<file path="src/rtl/scan_sel_sequencer.sv">
// Round-robin channel select for a 4-to-1 mux with matching active-low one-hot
// display enables, programmable slot length and per-slot leading blanking.
module scan_sel_sequencer #(
   parameter int CLK_DIV = 50000,
   parameter int BLANK   = 4
) (
   input  logic       i_Clk,
   input  logic       i_Rst_n,
   input  logic       i_Enable,
   input  logic [3:0] i_Mask,
   output logic [1:0] o_Sel,
   output logic [3:0] o_Anodo,
   output logic       o_Blank,
   output logic       o_Tick
);

   localparam int CW = (CLK_DIV > 1) ? $clog2(CLK_DIV) : 1;
   localparam logic [CW-1:0] CNT_LAST  = CW'(CLK_DIV - 1);
   localparam logic [CW-1:0] CNT_BLANK = CW'(BLANK);

   typedef enum logic [1:0] {
      S_IDLE,
      S_BLANK,
      S_ON
   } state_t;

   // Every new slot starts blanked unless blanking is disabled.
   localparam state_t SLOT_START = (BLANK == 0) ? S_ON : S_BLANK;

   state_t        state_q, state_d;
   logic [CW-1:0] cnt_q, cnt_d;
   logic [1:0]    sel_q, sel_d;
   logic [3:0]    anodo_q, anodo_d;
   logic          blank_q, blank_d;
   logic          tick_q, tick_d;
   logic          mask_any;

   // First channel enabled in mask, searching upward from start (inclusive) with wrap.
   function automatic logic [1:0] first_unmasked(input logic [1:0] start,
                                                 input logic [3:0] mask);
      logic [1:0] idx;
      logic       found;
      first_unmasked = start;
      found          = 1'b0;
      for (int i = 0; i < 4; i++) begin
         idx = start + 2'(i);
         if (!found && mask[idx]) begin
            first_unmasked = idx;
            found          = 1'b1;
         end
      end
   endfunction

   assign mask_any = |i_Mask;

   // NOTE: every always_comb output gets a default first so no path infers a latch.
   always_comb begin
      state_d = state_q;
      cnt_d   = cnt_q;
      sel_d   = sel_q;
      tick_d  = 1'b0;
      case (state_q)
         S_IDLE: begin
            cnt_d = '0;
            if (i_Enable && mask_any) begin
               sel_d   = first_unmasked(sel_q, i_Mask);
               state_d = SLOT_START;
               tick_d  = 1'b1;
            end
         end
         default: begin
            // Losing enable or the whole mask beats a coincident slot end.
            if (!i_Enable || !mask_any) begin
               state_d = S_IDLE;
               cnt_d   = '0;
            end else if (cnt_q == CNT_LAST) begin
               cnt_d   = '0;
               sel_d   = first_unmasked(sel_q + 2'd1, i_Mask);
               state_d = SLOT_START;
               tick_d  = 1'b1;
            end else begin
               cnt_d = cnt_q + 1'b1;
               if (state_q == S_BLANK && cnt_d == CNT_BLANK) begin
                  state_d = S_ON;
               end
            end
         end
      endcase

      // Outputs are built from the next state so they register in step with it;
      // a channel masked mid-slot drops its anode on the very next edge.
      anodo_d = 4'b1111;
      if (state_d == S_ON && i_Mask[sel_d]) begin
         anodo_d[sel_d] = 1'b0;
      end
      blank_d = &anodo_d;
   end

   // NOTE: sequential state uses non-blocking assignments so all registers update together.
   always_ff @(posedge i_Clk or negedge i_Rst_n) begin
      if (!i_Rst_n) begin
         state_q <= S_IDLE;
         cnt_q   <= '0;
         sel_q   <= 2'b00;
         anodo_q <= 4'b1111;
         blank_q <= 1'b1;
         tick_q  <= 1'b0;
      end else begin
         state_q <= state_d;
         cnt_q   <= cnt_d;
         sel_q   <= sel_d;
         anodo_q <= anodo_d;
         blank_q <= blank_d;
         tick_q  <= tick_d;
      end
   end

   assign o_Sel   = sel_q;
   assign o_Anodo = anodo_q;
   assign o_Blank = blank_q;
   assign o_Tick  = tick_q;

endmodule

</file>
<file path="config.mk">
export PLATFORM = sky130hd
export DESIGN_NAME = scan_sel_sequencer
export DESIGN_NICKNAME = d
export VERILOG_FILES = /design/src/rtl/scan_sel_sequencer.sv
export SDC_FILE = /design/constraint.sdc
export NUM_CORES = 1
export LEC_CHECK = 0
export ABC_AREA = 1
export CAP_MARGIN = 10
export CORE_UTILIZATION = 52
export CTS_CLUSTER_SIZE = 10
export DETAILED_ROUTE_END_ITERATION = 6
export PLACE_DENSITY = 0.68
export SLEW_MARGIN = 40
export SYNTH_ARGS = -nofsm -noshare
export SYNTH_HDL_FRONTEND = slang
export SYNTH_SLANG_ARGS = --single-unit
</file>
<file path="constraint.sdc">
create_clock -name i_Clk -period 2.8 [get_ports i_Clk]
set_input_delay 0.56 -clock i_Clk [delete_from_list [all_inputs] [get_ports i_Clk]]
set_output_delay 0.56 -clock i_Clk [all_outputs]
set_load 0.05 [all_outputs]
</file>
==> out/metrics.yaml <==
drt:
  route.antenna.remaining_nets: 0
  avgRoutedWirePerCell_microns: 12.2
  viasPerCell: 5.15
  drt-pass1-iter-count: 4
  final_wirelength_mm: 4.02
  drc: 0
  drtIter0Drc: 97
  vias: 1699
power_and_ir_drop:
  static-leakage-power_uw: 0.000994
  worst_ir_drop_vdd_mv: 0.613
  power.density_nw_per_um2: 711
setup_path:
  worstReg2RegStart: "cnt_q[0]$_DFF_PN0_"
  setup.worst_path.class: "flip-flop to primary output"
  cell_with_the_biggest_individual_delay_on_the_critical_path: "sky130_fd_sc_hd__clkdlybuf4s50_1"
  rr_worst_depth: 12
  cpLargestDelayFamily: "buffers and inverters"
  ordered_list_of_cells_on_the_worst_path: "clkdlybuf4s50_1"
  slowest_delay_ps: 900
  timing.critical_path.required_ps: 2240
  crit_fanout: 10
  worstSetupStartpointType: "flip-flop"
  r2r_setup_slack_ps: 670
  arrival_ps: 1900
  reg2reg_to: "o_Anodo[2]$_DFF_PN1_"
  timing.critical_path.buf_inv: 1
  worstSetupEndpointType: "primary output"
synthesis:
  synthDominantCellAreaShare: 0.276
  yosysWarnings: 0
  syn_nets: 276
  synth_seq_area_share: 0.345
  cell_accounting_for_the_most_synthesized_area: "sky130_fd_sc_hd__dfrtp_1"
  ys_types: 28
  synth_seq_cells: 26
  syn-mean-instance-area_sq_um: 7.13
  netlist_instances: 267
  synth.top_cells.by_area: "sky130_fd_sc_hd__dfrtp_1, sky130_fd_sc_hd__nand2_1, sky130_fd_sc_hd__dfstp_2, sky130_fd_sc_hd__nor2_1, sky130_fd_sc_hd__nand3_1"
  synthesis.area_sq_um: 1900
clocking:
  cts_htree_levels: 1
  cts_hold_buf: 0
  insertion_delay_ps: 330
  clk_root_buffer_cell: "sky130_fd_sc_hd__clkbuf_4"
  clock-sinks: 26
  cts.reportedPaths.clkPinSlew_ps: 150
  cts_resized: 0
  clk_path_buf_depth: 2
  tritoncts_clock_tree: "built"
  numCtsBuffers: 3
  post-cts-setup-buffer-count: 0
cells_and_area:
  post_route_cells_drive_above_1_share: 0.208
  commonest_non_fill_non_tap_cell_in_the_layout: "sky130_fd_sc_hd__nand2_1"
  register_area_sq_um: 657
  flow.area_growth_from_synthesis_pct: 12.5
  nets: 294
  multi_input_logic_area_sq_um: 1100
  most-common-layout-cells: "sky130_fd_sc_hd__nand2_1, sky130_fd_sc_hd__nor2_1, sky130_fd_sc_hd__inv_1"
  fillers: 326
  insertedDiodeCount: 0
floorplanning:
  die_area_sq_um: 3910
  starting_utilization_of_the_core_area: 0.558
  row_count: 21
  fp.dieW_microns: 62.5
  overall_die_height_microns: 62.5
  ios: 15
  std_cell_core_area_sq_um: 3420
grt:
  grt_usage: 0.228
  total_global_routing_overflow: 0
  grt_first_pass_wirelength_mm: 7.08
  antenna_found_initial: 0
  grt_max_degree: 27
  grt_pass1_vias: 1609
place:
  place_hpwl_mm: 3.16
  buffer_ports.inserted: 14
  place_congestion: 0.855
timing:
  worst_slew_pin_slew_ps: 504
  setup_violations: 0
  worst_hold_slack_ps: 570
  max-slew-margin-rel: 0.663
  setup_total_negative_slack_ps: 0
  number_of_hold_violations_in_the_final_report: 0
  final-max-slew-violation-count: 0
  shortest_clock_period_the_worst_path_allows_after_layout_ps: 2460
  rsz0062_at_grt: "false"
  max_clock_freq_mhz: 407
  final_setup_skew_ps: 15.4
  finalCritPeriodShare: 0.877
flow_run:
  maxCapViolCount: 0
status:
  run_status: "complete, no violations"
worst_hold_path:
  class_of_the_tightest_hold_or_removal_check: "input port to async pin"
[power breakdown]
| group | total, uW | internal, uW | switching (uW) |
|---|---|---|---|
| clock network | 261 | 145 | 116 |
| registers | 446 | 396 | 50.7 |
| logic | 818 | 265 | 553 |
[stage by stage]
step	cell area (sq um)	worst slack, ps	std cells	util	power [uW]
finish	2140	344	330	0.627	1520
floorplan	1900	829	267	-	1140
detailed placement	2090	378	326	0.612	1270
global placement	2090	379	326	0.612	1260
global route	2140	282	330	0.627	1650
CTS	2140	345	330	0.627	1530
[cells in the mapped netlist, drive strengths merged]
| cell | count |
|---|---|
| nor3 | 2 |
| nand2 | 98 |
| buf | 3 |
| clkbuf | 1 |
| inv | 29 |
| dfrtp | 21 |
| xnor2 | 1 |
| nor2 | 41 |
| ha | 2 |
| nand4 | 13 |
| a21oi | 9 |
| xor2 | 5 |
| nand3 | 32 |
| o21ai | 3 |
| nand3b | 2 |
| dfstp | 5 |
[cell type report]
| type | count | area share |
|---|---|---|
| Clock inverter | 1 | 0.0140 |
| Multi-Input combinational cell | 208 | 0.514 |
| Tap cell | 46 | 0.0269 |
| Timing Repair Buffer | 17 | 0.0759 |
| Clock buffer | 3 | 0.0105 |
| Inverter | 29 | 0.0520 |
| Sequential cell | 26 | 0.306 |
[flip-flops by register name (all words and copies together), names as in the netlist]
name / cells
o_Blank: 1
o_Sel: 2
state_q: 2
o_Tick: 1
o_Anodo: 4
cnt_q: 16
[how the worst max path moves through the flow]
| stage | startpoint | slack [ps] | endpoint | cells past startpoint |
|---|---|---|---|---|
| after CTS | o_Sel[1]$_DFF_PN0_ | 350 | o_Sel[1] | 1 |
| after floorplan | o_Sel[0]$_DFF_PN0_ | 830 | o_Anodo[0]$_DFF_PN1_ | 14 |
| after global routing | o_Sel[1]$_DFF_PN0_ | 280 | o_Sel[1] | 1 |
| after detailed placement | i_Mask[0] | 380 | o_Anodo[3]$_DFF_PN1_ | 12 |
| after global placement | i_Mask[2] | 380 | o_Anodo[2]$_DFF_PN1_ | 12 |
| final | o_Sel[1]$_DFF_PN0_ | 340 | o_Sel[1] | 1 |
[kinds of logic after synthesis]
kind of cell,Yosys count,share of synthesized area
flip-flops,26,0.345
AO/OA/AOI/OAI,12,0.0375
XOR/XNOR,6,0.0276
adder cells (fa/ha/maj),2,0.0131
AND/OR/NAND/NOR,188,0.501
buffers and inverters,33,0.0762
[metal layers]
metal,vias up,GRT usage,wire length (microns),part of all wire
met2,29,0.412,2060,0.51
met3,6,0.0347,102,0.025
li1,891,-,-,-
met4,0,0.0756,56,0.014
met5,-,0,0,0
met1,773,0.272,1800,0.45
(Power assumes the default switching activity.)
